<file path="src/rtl/sap1_pkg.sv">
// Shared definitions for the SAP-1 control sequencer.
// Holds the opcode constants, the T-state bit positions of the one-hot ring and the
// control-word struct that the decoder builds each cycle.
package sap1_pkg;

  localparam int unsigned NumTStates = 6;

  // Bit positions inside the one-hot t_state vector.
  localparam int unsigned T1Idx = 0;
  localparam int unsigned T2Idx = 1;
  localparam int unsigned T3Idx = 2;
  localparam int unsigned T4Idx = 3;
  localparam int unsigned T5Idx = 4;
  localparam int unsigned T6Idx = 5;

  typedef logic [3:0] opcode_t;

  localparam opcode_t OpLda = 4'b0000;
  localparam opcode_t OpAdd = 4'b0001;
  localparam opcode_t OpSub = 4'b0010;
  localparam opcode_t OpOut = 4'b1110;
  localparam opcode_t OpHlt = 4'b1111;

  typedef struct packed {
    logic pc_out;
    logic pc_inc;
    logic mar_load;
    logic ram_out;
    logic instr_load;
    logic instr_send;
    logic a_load;
    logic a_out;
    logic b_load;
    logic alu_sub;
    logic alu_out;
    logic out_load;
  } ctrl_word_t;

endpackage

</file>
<file path="src/rtl/ring_counter.sv">
// Six-state one-hot ring counter (T1..T6).
// Ports:
//   clk   - system clock, advances on posedge
//   rst   - asynchronous active-high reset, forces T1
//   hold  - when high the ring keeps its current state
//   ring  - one-hot state, bit0 = T1 .. bit5 = T6
module ring_counter
  import sap1_pkg::*;
(
  input  logic                  clk,
  input  logic                  rst,
  input  logic                  hold,
  output logic [NumTStates-1:0] ring
);

  logic [NumTStates-1:0] ring_q;
  logic [NumTStates-1:0] ring_d;

  always_comb begin
    ring_d = ring_q;
    if (!hold) begin
      // Rotate left: T6 wraps straight back to T1.
      ring_d = {ring_q[NumTStates-2:0], ring_q[NumTStates-1]};
    end
  end

  always_ff @(posedge clk or posedge rst) begin
    if (rst) begin
      ring_q <= NumTStates'(1);
    end else begin
      ring_q <= ring_d;
    end
  end

  assign ring = ring_q;

endmodule

</file>
<file path="src/rtl/control_sequencer.sv">
// SAP-1 control sequencer: one-hot T-state ring plus combinational control-word decode
// and a sticky halt flag.
// Ports:
//   clk      - system clock
//   rst      - asynchronous active-high reset
//   opcode   - instruction opcode from the instruction register
//   t_state  - one-hot ring state, bit0 = T1 .. bit5 = T6
//   pc_out .. out_load - active-high control lines
//   halt     - sticky halt flag for the clock gate
module control_sequencer
  import sap1_pkg::*;
#(
  parameter int DEBUG = 0
) (
  input  logic       clk,
  input  logic       rst,
  input  logic [3:0] opcode,
  output logic [5:0] t_state,
  output logic       pc_out,
  output logic       pc_inc,
  output logic       mar_load,
  output logic       ram_out,
  output logic       instr_load,
  output logic       instr_send,
  output logic       a_load,
  output logic       a_out,
  output logic       b_load,
  output logic       alu_sub,
  output logic       alu_out,
  output logic       out_load,
  output logic       halt
);

  logic       halt_q;
  logic       halt_d;
  logic       hlt_at_t4;
  ctrl_word_t ctrl;

  // HLT seen in T4 freezes the ring on the same edge that sets the flag, so it parks at T4.
  assign hlt_at_t4 = t_state[T4Idx] && (opcode == OpHlt);

  always_comb begin
    halt_d = halt_q | hlt_at_t4;
  end

  always_ff @(posedge clk or posedge rst) begin
    if (rst) begin
      halt_q <= 1'b0;
    end else begin
      halt_q <= halt_d;
    end
  end

  ring_counter u_ring (
    .clk  (clk),
    .rst  (rst),
    .hold (halt_d),
    .ring (t_state)
  );

  always_comb begin
    ctrl = '0;
    // rst gates the decode so no control line is asserted while reset is held.
    if (!rst && !halt_q) begin
      unique case (1'b1)
        t_state[T1Idx]: begin
          ctrl.pc_out   = 1'b1;
          ctrl.mar_load = 1'b1;
        end
        t_state[T2Idx]: begin
          ctrl.pc_inc = 1'b1;
        end
        t_state[T3Idx]: begin
          ctrl.ram_out    = 1'b1;
          ctrl.instr_load = 1'b1;
        end
        t_state[T4Idx]: begin
          case (opcode)
            OpLda, OpAdd, OpSub: begin
              ctrl.instr_send = 1'b1;
              ctrl.mar_load   = 1'b1;
            end
            OpOut: begin
              ctrl.a_out    = 1'b1;
              ctrl.out_load = 1'b1;
            end
            default: ;
          endcase
        end
        t_state[T5Idx]: begin
          case (opcode)
            OpLda: begin
              ctrl.ram_out = 1'b1;
              ctrl.a_load  = 1'b1;
            end
            OpAdd: begin
              ctrl.ram_out = 1'b1;
              ctrl.b_load  = 1'b1;
            end
            OpSub: begin
              ctrl.ram_out = 1'b1;
              ctrl.b_load  = 1'b1;
              ctrl.alu_sub = 1'b1;
            end
            default: ;
          endcase
        end
        t_state[T6Idx]: begin
          case (opcode)
            OpAdd: begin
              ctrl.alu_out = 1'b1;
              ctrl.a_load  = 1'b1;
            end
            OpSub: begin
              ctrl.alu_out = 1'b1;
              ctrl.a_load  = 1'b1;
              ctrl.alu_sub = 1'b1;
            end
            default: ;
          endcase
        end
        default: ;
      endcase
    end
  end

  // The per-clock trace selected by DEBUG is printed by the simulation harness from the
  // ports; this block only anchors the parameter in the design hierarchy.
  if (DEBUG != 0) begin : g_debug
  end

  assign pc_out     = ctrl.pc_out;
  assign pc_inc     = ctrl.pc_inc;
  assign mar_load   = ctrl.mar_load;
  assign ram_out    = ctrl.ram_out;
  assign instr_load = ctrl.instr_load;
  assign instr_send = ctrl.instr_send;
  assign a_load     = ctrl.a_load;
  assign a_out      = ctrl.a_out;
  assign b_load     = ctrl.b_load;
  assign alu_sub    = ctrl.alu_sub;
  assign alu_out    = ctrl.alu_out;
  assign out_load   = ctrl.out_load;
  assign halt       = halt_q;

endmodule

</file>
<file path="config.mk">
export PLATFORM = sky130hd
export DESIGN_NAME = control_sequencer
export DESIGN_NICKNAME = d
export VERILOG_FILES = /design/src/rtl/sap1_pkg.sv /design/src/rtl/ring_counter.sv /design/src/rtl/control_sequencer.sv
export SDC_FILE = /design/constraint.sdc
export NUM_CORES = 1
export LEC_CHECK = 0
export ABC_AREA = 0
export CORE_AREA = 2 2 39 41
export CTS_CLUSTER_SIZE = 25
export DETAILED_ROUTE_END_ITERATION = 8
export DIE_AREA = 0 0 41 43
export HOLD_SLACK_MARGIN = 0.05
export MAX_ROUTING_LAYER = met4
export PLACE_DENSITY_LB_ADDON = 0.25
export SKIP_LAST_GASP = 1
export SYNTH_ARGS = -nofsm -noshare
export SYNTH_HDL_FRONTEND = slang
export SYNTH_SLANG_ARGS = --single-unit
</file>
<file path="constraint.sdc">
create_clock -name clk -period 1.9 [get_ports clk]
set_input_delay 0.475 -clock clk [delete_from_list [all_inputs] [get_ports clk]]
set_output_delay 0.475 -clock clk [all_outputs]
set_load 0.05 [all_outputs]
</file>
; Yosys cells after proc, flatten, opt, wreduce, memory -nomap -nowiden
; Index checks and enable logic that the tools add are counted.
; Widths: inputs -> output; s select.
[totals]
ff_bits = 7
in_bits = 6
output_inout_bits = 19
word_cells = 32
[op_classes]
n_eq_ne = 4
mux = 17
bitwise_logic = 1
n_reduce_logical = 8
[op_table]
columns = op, count
row1 = $mux 1, 13
row2 = $mux 12, 1
row3 = $eq 4x4->1 const B, 2
row4 = $pmux 1 s2, 3
row5 = $eq 4x1->1 const B, 1
row6 = $eq 4x2->1 const B, 1
row7 = $logic_not 4->1, 1
row8 = $reduce_or 2->1, 2
row9 = $reduce_or 3->1, 1
row10 = $logic_and 1x1->1, 2
row11 = $logic_not 1->1, 2
row12 = $or 1x1->1, 1

; Depth between registers and ports, before layout
[depth]
ltp_word = 5
depth_mapped = 5
depth_no_buf = 3

; Modules after synthesis
; Synthesis repeated with hierarchy kept, for this count alone.
[unflattened]
hier_cells = 41
hier_area_um2 = 446.7
[modules_own_cells]
columns = mod, n_inst, cells_per_inst, area_each_um2, seq_area_each_um2
row1 = ring_counter, 1, 14, 256.5, 151.4
row2 = control_sequencer, 1, 27, 190.2, 25.0

; Worst setup path before layout
; Ideal clock, no wire load.
[synth_timing]
path_type = reg2out
startpoint = register halt_q, in the netlist halt
endpoint = output port out_load
arrival_time_ps = 2478
t_required_ps = 1425
slack_ps = -1053
stages_incl_launch_ff = 6
cell_sequence = dfrtp_1 > buf_6 > nor2_1 > nand2_1 > nor3_1 > buf_4
[synth_via]
elab_chain_cells = 3
[synth_lines]
columns = item, line_no
row1 = "start, declared", control_sequencer.sv:34  ; logic halt_q;
row2 = "start signal, assigned", control_sequencer.sv:50  ; halt_q <= halt_d;
row3 = $logic_not 1->1, control_sequencer.sv:64  ; if (!rst && !halt_q) begin
row4 = $logic_and 1x1->1, control_sequencer.sv:64
row5 = $mux 12, control_sequencer.sv:64
row6 = "end, declared", control_sequencer.sv:30  ; output logic out_load,
; Every way passes these cells.

; Worst setup path in the final report
[layout_timing]
startpoint = input port opcode[3]
endpoint = output port alu_sub
[layout_via]
elab_chain_cells = 4
[layout_lines]
columns = item, line_no
row1 = "start, declared", control_sequencer.sv:17  ; input logic [3:0] opcode,
row2 = $eq 4x2->1, "control_sequencer.sv:91, control_sequencer.sv:109"
row3 = $mux 1, "control_sequencer.sv:91, control_sequencer.sv:109"
row4 = $mux 1, n/a
row5 = $mux 12, control_sequencer.sv:64
row6 = "end, declared", control_sequencer.sv:28  ; output logic alu_sub,
; Every way passes these cells.

==> reports/metrics.cfg <==
[synth]
synth_xor_xnor_area_share = 0.0202
synth-compound-area-share = 0.136
ys_seq_area_frac = 0.408
ys.flop_type = dfrtp_1
netlist_instances = 44
yosysTopAreaCell = dfrtp_1
syn_area_um2 = 433
synthAdderAreaFrac = 0
synth_top_area_share = 0.347
synth_cell_types = 23
synth_simple_gate_area_frac = 0.263
async_flop_share = 1.00
muxShareOfSynthArea = 0.104
synth_area_per_cell_um2 = 9.84
yosysWarnings = 0
synth_edf_count = 0
synth_nets = 50
synth_top_family_by_area = simple AND/OR/NAND/NOR gates
synth.area.top_cells = dfrtp_1 (35%), mux2_2 (10%), and2_1 (7.2%)
synth-seq-cells = 7

[critical_path]
cpMaxStageDelayCell = or4_4
path_cells = buf_6 > or4_4 > nor4b_4 > buf_12
crit_path_max_fanout = 3
crit_arrival_ns = 1.67
cp-end-kind = output pin
reg2reg_from = halt$_DFF_PP0_
startpoint_type = input pin
crit_start = opcode[3]
crit_type = in -> out
crit_path_max_incr_delay_ns = 0.56
required_ns = 1.42

[cells_and_area]
layout_common_cells = buf_4 (17), buf_12 (13), dfrtp_1 (5)
syn2layout_area_growth_pct = 131
final_common_cell = buf_4
diodes = 0
finalInstanceArea_um2 = 1000
nets = 90
drive_above_1_share = 0.771
nFillCells = 96

[timing]
fmax_mhz = 466
slew_headroom = 0.814
setup_viol = 5
tightest_slew_ns = 0.278
layout_setup_ws_ns = -0.247
post-route-min-period_ns = 2.15
maxSlewViolCount = 0
grt_setup_unrepaired = yes
final.period_utilization = 1.13
fin_setup_tns_ns = -0.735
skew_ns = 0.000714
hold_viol = 0

[job]
cap_violations = 0

[detailed_routing]
ant_nets = 0
wirelength_um = 1340
via_count = 484
remaining_drc_errors = 0
wl_per_cell_um = 13.5
drtIter0Drc = 7
via_per_inst = 4.89
dr.pass1.iters = 4

[clock_tree]
clkSinkCount = 7
htreeDepth = 1
cts_buffer_depth = 2
cts_root_buf = clkbuf_4
cts_tree = built
cts.clk_slew.worst_paths_ns = 0.05
clock_latency_ns = 0.24
cts_buffers = 3

[placed_design]
dpl.hpwl_um = 981
finalWeightedCongestion = 0.745
dpl_cell_area_um2 = 901
io_buffers = 24

[global_route]
grt_pass1_vias = 477
met2_usage = 0.272
grt_overflow = 0
grt_pass1_wl_um = 2030
grt_max_degree = 10
grt.total_usage = 0.177
busiest_layer = met2
met1_usage = 0.217
grt_use_met3 = 0.0157
antenna_found_initial = 0

[pwr]
power_w = 0.00151
p_per_area_mw_per_mm2 = 1510
ir_worst_vdd_mv = 1.04
cellLeakagePower_nw = 0.435

[floorplan]
core_area_mm2 = 0.00138
dieArea_mm2 = 0.00176
num_rows = 14
fp.dieH_um = 43
io_pins = 25
die_w_um = 41
start_util = 0.313

[run_status]
status = complete, but fails checks
failed_checks = setup timing

[worst_hold_path]
hp-class = in -> async

[synthesized netlist by cell type (2+ instances only)]
cell type	n
a21oi_1	2
and2_1	5
dfrtp_1	6
inv_1	3
mux2_2	4
nor2_1	4
nor3_1	4
[worst paths after layout]
kind	to	slack, ns	cells past startpoint
min in group clk	u_ring.ring[1]$_DFFE_PP0N_	0.56	1
worst min-delay path	u_ring.ring[4]$_DFFE_PP0N_	0.32	3
worst max register to register	u_ring.ring[2]$_DFFE_PP0N_	0.64	3
worst max-delay path	alu_sub	-0.25	4
max in group asynchronous	u_ring.ring[0]$_DFFE_PP1N_	1.31	3
worst min register to register	u_ring.ring[1]$_DFFE_PP0N_	0.56	1
[registers in the layout, summed over array words and instances, names as in the netlist]
name and count:
halt 1, u_ring.ring 6
[per-stage QoR]
step	std cells	setup WS [ns]	hold slack, ns	utilization
final	99	-0.247	0.323	0.722
after CTS	99	-0.318	0.414	0.702
after floorplan	44	-0.384	0.278	-
after global placement	91	-0.567	0.537	0.651
after global routing	99	-0.261	0.333	0.722
after detailed placement	91	-0.594	0.541	0.651
[cell families (layout without fill, tap and decap cells)]
logic type             after synthesis  count (layout)
XOR/XNOR                             1               1
multiplexers                         4               4
AO/OA/AOI/OAI                        8               8
AND/OR/NAND/NOR                     19              19
flip-flops                           7               7
buffers and inverters                5              44
[worst max-delay path: cells and delay by family]
| family | cells | cell delay, ns |
|---|---|---|
| AND/OR/NAND/NOR | 2 | 0.92 |
| buffers and inverters | 2 | 0.27 |
[report_power, final]
| group | switching (W) | total [W] | leakage [nW] | internal (W) |
|---|---|---|---|---|
| clock | 0.0000472 | 0.000127 | 0.0150 | 0.0000796 |
| sequential | 0.000113 | 0.000353 | 0.0800 | 0.000239 |
| combinational | 0.000604 | 0.00103 | 0.340 | 0.000427 |
| total | 0.000765 | 0.00151 | 0.435 | 0.000746 |
[final cells by class]
cell class | instances | area (um2) | share of cell area
tap | 16 | 20.0 | 0.0200
multi-input combinational | 32 | 317 | 0.317
timing repair buffer | 37 | 448 | 0.448
clock buffer | 4 | 26.3 | 0.0263
sequential | 7 | 178 | 0.178
inverter | 3 | 11.3 | 0.0113
[repair_timing]
action,in CTS,in global routing
pin swaps,6,4
cloned,0,0
hold buffers,0,0
buffers inserted,4,0
resized for setup,26,8
setup endpoints to repair,12,11
[per-layer routing]
layer	vias to the layer above	routed length [um]
met4	0	29
met5	-	0
li1	234	-
met1	229	550
met3	4	58
met2	17	700
Power figures use the tool's default switching activity.
==> variant 1: new RTL, same settings <==
Put a register stage on the output `instr_send`, cleared by the reset. The value now appears one clock later. The other outputs are not delayed to match.
--- a/src/rtl/control_sequencer.sv
+++ b/src/rtl/control_sequencer.sv
@@ -30,6 +30,8 @@
   output logic       out_load,
   output logic       halt
 );
+
+  logic instr_send_d;
 
   logic       halt_q;
   logic       halt_d;
@@ -134,7 +136,7 @@
   assign mar_load   = ctrl.mar_load;
   assign ram_out    = ctrl.ram_out;
   assign instr_load = ctrl.instr_load;
-  assign instr_send = ctrl.instr_send;
+  assign instr_send_d = ctrl.instr_send;
   assign a_load     = ctrl.a_load;
   assign a_out      = ctrl.a_out;
   assign b_load     = ctrl.b_load;
@@ -143,5 +145,13 @@
   assign out_load   = ctrl.out_load;
   assign halt       = halt_q;
 
+  always_ff @(posedge clk or posedge rst) begin
+    if (rst) begin
+      instr_send <= '0;
+    end else begin
+      instr_send <= instr_send_d;
+    end
+  end
+
 endmodule
 
Check against the original RTL: not equivalent (Yosys sat finds a counterexample within 4 cycles, from zero or initial values and one cycle with rst high).
==> variant 1 against the unedited design <==
- the run still ends with negative setup slack left
- core utilization increased by 2.4 points
- sequential cell count grew 1
- maximum frequency rose by 1.1%
- via count up 6.2%
- global-route usage is 2.4 points higher
- setup slack improved by 0.022 ns
- sequential share of layout area grew 1.8 points
- synthesized area is 8.4% higher
- power rose by 4.2%
- clock power grew 15%
- clock skew grew 0.013 ns
- wire length increased by 4.9%
- cell area up 3.4%
==> variant 1: results (changes against the unedited design) <==
Iter 0 DRT Violations=4 (-3); total number of vias=514 (+6.2%); GR Util All Layers=20.1% (+2.4 points); Comb pwr share=66.3% (-2.0 points); sequential power share=24.4% (+1.1 points); dpl cells=96 (+5.5%); Sw Pwr=0.800 mW (+4.5%); violations in the final reports=negative setup slack; Hold WS=0.311 ns (-0.0123 ns); post_cts resized=26 (unchanged); share of cells above drive strength 1=76.7% (-0.36 points); most frequent cells after synthesis=7 x dfrtp_1, 4 x and2_1, 4 x mux2_2, 4 x nor2_1, 4 x nor3_1; Nets=93 (+3.3%); count leader, synth=dfrtp_1; initial antenna violation count=0 (unchanged); worst reg2reg path depth=3 (unchanged); slowest stage cell, crit path=or4_4; syn nets=52 (+4.0%); Post-Route Skew=0.0138 ns (+0.0131 ns); max FFs per register=6 (unchanged); Initial DRT Pass Iterations=3 (-1); via-per-instance ratio=5.04 (+3.1%); Setup crit start=opcode[3]; Slew @ Worst Pin=0.294 ns (+0.0161 ns); Mean Syn Cell Area=10.2 µm² (+3.7%); Synth async-reset ratio=100% (unchanged); R2R Path Start=u_ring.ring[3]; TritonCTS Buffers=3 (unchanged); top post-synthesis cells by area=dfrtp_1 37%, mux2_2 9.6%, dfstp_2 5.6%; crit path DAT=1.65 ns (-0.02 ns); DP Wirelength=1010 µm (+3.4%); vias in the first global route=523 (+9.6%); worst setup margin=-0.224 ns (+0.0225 ns); crit-path max FO=3 (unchanged); Setup Viol. Count Final=7 (+2); ant diodes=0 (unchanged); DP Worst Slack=-0.558 ns (+0.0359 ns); setup repair bufs after CTS=2 (-2); CP peak stage delay=0.56 ns (about the same); routed len/inst=13.8 µm (+1.8%); critical path capture point=alu_sub; Yosys warnings=0 (unchanged); Hold Path Class=in -> async; first-pass GRT wire length=2250 µm (+11%); unique cell type count in the Yosys netlist=25 (+8.7%); Reg clk slew, reported paths=0.06 ns; status=complete, but fails checks; gp weighted congestion=0.757 (+1.7%); port bufs=24 (unchanged); largest net degree at the start of global routing=10 (unchanged); total negative setup slack=-0.757 ns (-0.0227 ns); DP Area=947 µm² (+5.1%); Reg2Reg Capture Point=u_ring.ring[5]; worst reg-to-reg setup slack=0.62 ns (-0.02 ns); Clock Latency Late Sink=0.27 ns (+0.03 ns); Seq/Total Area, Yosys=42.9% (+2.2 points); sw frac=50.8% (+0.16 points); maximum clock insertion buffer count=2 (unchanged); VDD IR-drop max=1090 µV (+5.0%); Leakage=0.458 nW (+5.3%)
variant 1: cell types whose count changed in the layout (fill, tap and decap cells not counted), sizes merged:
cell / delta
a41o: -1
clkbuf: +1
dfrtp: +1
a41oi: +1
inv: +1
variant 1: kinds of logic (layout without fill, tap and decap cells):
kind of cell | count (synthesis) | after routing | share of synthesized area, %
xor+xnor | 1 | 1 | 1.87
compound gates | 8 | 8 | 13.6
mux | 4 | 4 | 9.60
flops | 8 | 8 | 42.9
buf+inv | 6 | 46 | 7.20
simple gates | 19 | 19 | 24.8
variant 1: routing by layer:
metal | global-route usage, % | up-vias | routed length [µm]
met3 | 3.14 | 4 | 68
met1 | 23.7 | 249 | 551
met5 | - | - | 0
met4 | 14.0 | 0 | 43
met2 | 29.7 | 17 | 741
li1 | - | 244 | -
variant 1: final cells by class:
type	count	area, µm²
repair buffers	38	448
well taps	16	20.0
fillers	94	350
flip-flops and latches	8	203
inverters	4	15.0
clock buffers	4	26.3
multi-input cells	32	322
==> variant 2: new RTL, same settings <==
Made on the original files. Make the reset (`rst`) synchronous in 2 clocked blocks. Comments in the files are not updated.
--- a/src/rtl/ring_counter.sv
+++ b/src/rtl/ring_counter.sv
@@ -24,7 +24,7 @@
     end
   end
 
-  always_ff @(posedge clk or posedge rst) begin
+  always_ff @(posedge clk) begin
     if (rst) begin
       ring_q <= NumTStates'(1);
     end else begin
--- a/src/rtl/control_sequencer.sv
+++ b/src/rtl/control_sequencer.sv
@@ -43,7 +43,7 @@
     halt_d = halt_q | hlt_at_t4;
   end
 
-  always_ff @(posedge clk or posedge rst) begin
+  always_ff @(posedge clk) begin
     if (rst) begin
       halt_q <= 1'b0;
     end else begin
Check against the original RTL: differs if rst is asserted again (counterexample within 4 cycles, from zero or initial values and one cycle with rst high); with rst held inactive, the same outputs for 10 cycles.
==> variant 2 against the unedited design <==
- first-iteration DRC count rose to 3.0 times the old value
- synthesized area increased by 8.1%
- sequential share of layout area decreased by 5.0 points
- maximum frequency increased by 5.2%
- the flow still finishes with violations (negative setup slack)
- highest routed layer unchanged
- critical path type unchanged
- sequential cell count stayed put
- wire length up 27%
- cell area is 11% higher
- setup slack better by 0.11 ns
Power is not compared: it rests on default switching activity, and its combinational part moved more than twofold at a synthesized area within 25%.
==> variant 2: results (changes against the unedited design) <==
Mean Syn Cell Area=7.67 µm² (-22%); Hold Path Class=reg -> reg; Seq/total area=12.8% (-5.0 points); XOR/XNOR Fraction of Synth Area=1.87% (-0.15 points); multi-input gates=47 (+47%); gp weighted congestion=0.871 (+17%); Seq/Total Area, Yosys=29.9% (-11 points); syn nets=67 (+34%); first-pass GRT wire length=2640 µm (+30%); DP Area=1010 µm² (+12%); number of standard cells after synthesis=61 (+39%); largest net degree at the start of global routing=16 (+6); GR Util All Layers=22.6% (+4.9 points); DP Wirelength=1150 µm (+18%); most frequent cells after synthesis=7 x dfxtp_1, 5 x nor2_1, 4 x nand2_1, 4 x nand4_1, 4 x nor3_1; total number of vias=641 (+32%); top post-synthesis cells by area=dfxtp_1 30%, nand4_1 5.3%, nor3_1 4.3%; WL met2=907 µm (+30%); met3 wire length=92 µm (+59%); fraction of area in multi-input gates=40.4% (+8.8 points); M1 wire length=676 µm (+23%); clock network area share=2.36% (-0.27 points); violations in the final reports=negative setup slack; footprint of the multi-input gates=450 µm² (+42%); crit path DAT=1.57 ns (-0.10 ns); Post-Route WL=1700 µm (+27%); Post-Route Skew=0.000475 ns (-0.000239 ns); Slew @ Worst Pin=0.349 ns (+0.0714 ns); worst setup margin=-0.141 ns (+0.106 ns); mux cell area share after synthesis=0% (-10 points); unique cell type count in the Yosys netlist=31 (+35%); Non-clock buffer share=41.2% (-3.6 points); total negative setup slack=-0.457 ns (+0.278 ns); Setup Viol. Count Final=4 (-1); status=complete, but fails checks; inverter count=4 (+1); vias in the first global route=610 (+28%); fill cell count=89 (-7.3%); share of cells above drive strength 1=63.0% (-14 points); Iter 0 DRT Violations=21 (+14); DP Worst Slack=-0.488 ns (+0.106 ns); Synth async-reset ratio=0% (-100 points)
==> variant 2: worst min-delay path, stage by stage, from the launching register on <==
cell and delay (ns):
dfxtp_1 0.34, nand2_1 0.07, o311ai_0 0.09
==> variant 2: path summary, 6_finish.rpt <==
| check | cells after the start | to | slack, ns | from |
|---|---|---|---|---|
| worst max-delay path | 5 | b_load | -0.14 | opcode[2] |
| worst min-delay path | 2 | u_ring.ring[1] | 0.56 | u_ring.ring[1] |
| worst max register to register | 4 | u_ring.ring[1] | 0.64 | halt |
| worst min register to register | 2 | u_ring.ring[1] | 0.56 | u_ring.ring[1] |
==> variant 2: timing repair <==
action,in CTS,in global routing
hold buffers,0,0
cloned,0,0
pin swaps,7,7
gates resized for setup,29,8
setup endpoints to repair,12,9
buffers inserted,1,2
==> variant 2: metal layers <==
| metal | GRT usage (%) | up-vias |
|---|---|---|
| li1 | - | 307 |
| met1 | 27.5 | 302 |
| met2 | 34.1 | 28 |
| met3 | 4.19 | 4 |
| met4 | 12.0 | 0 |
| met5 | - | - |
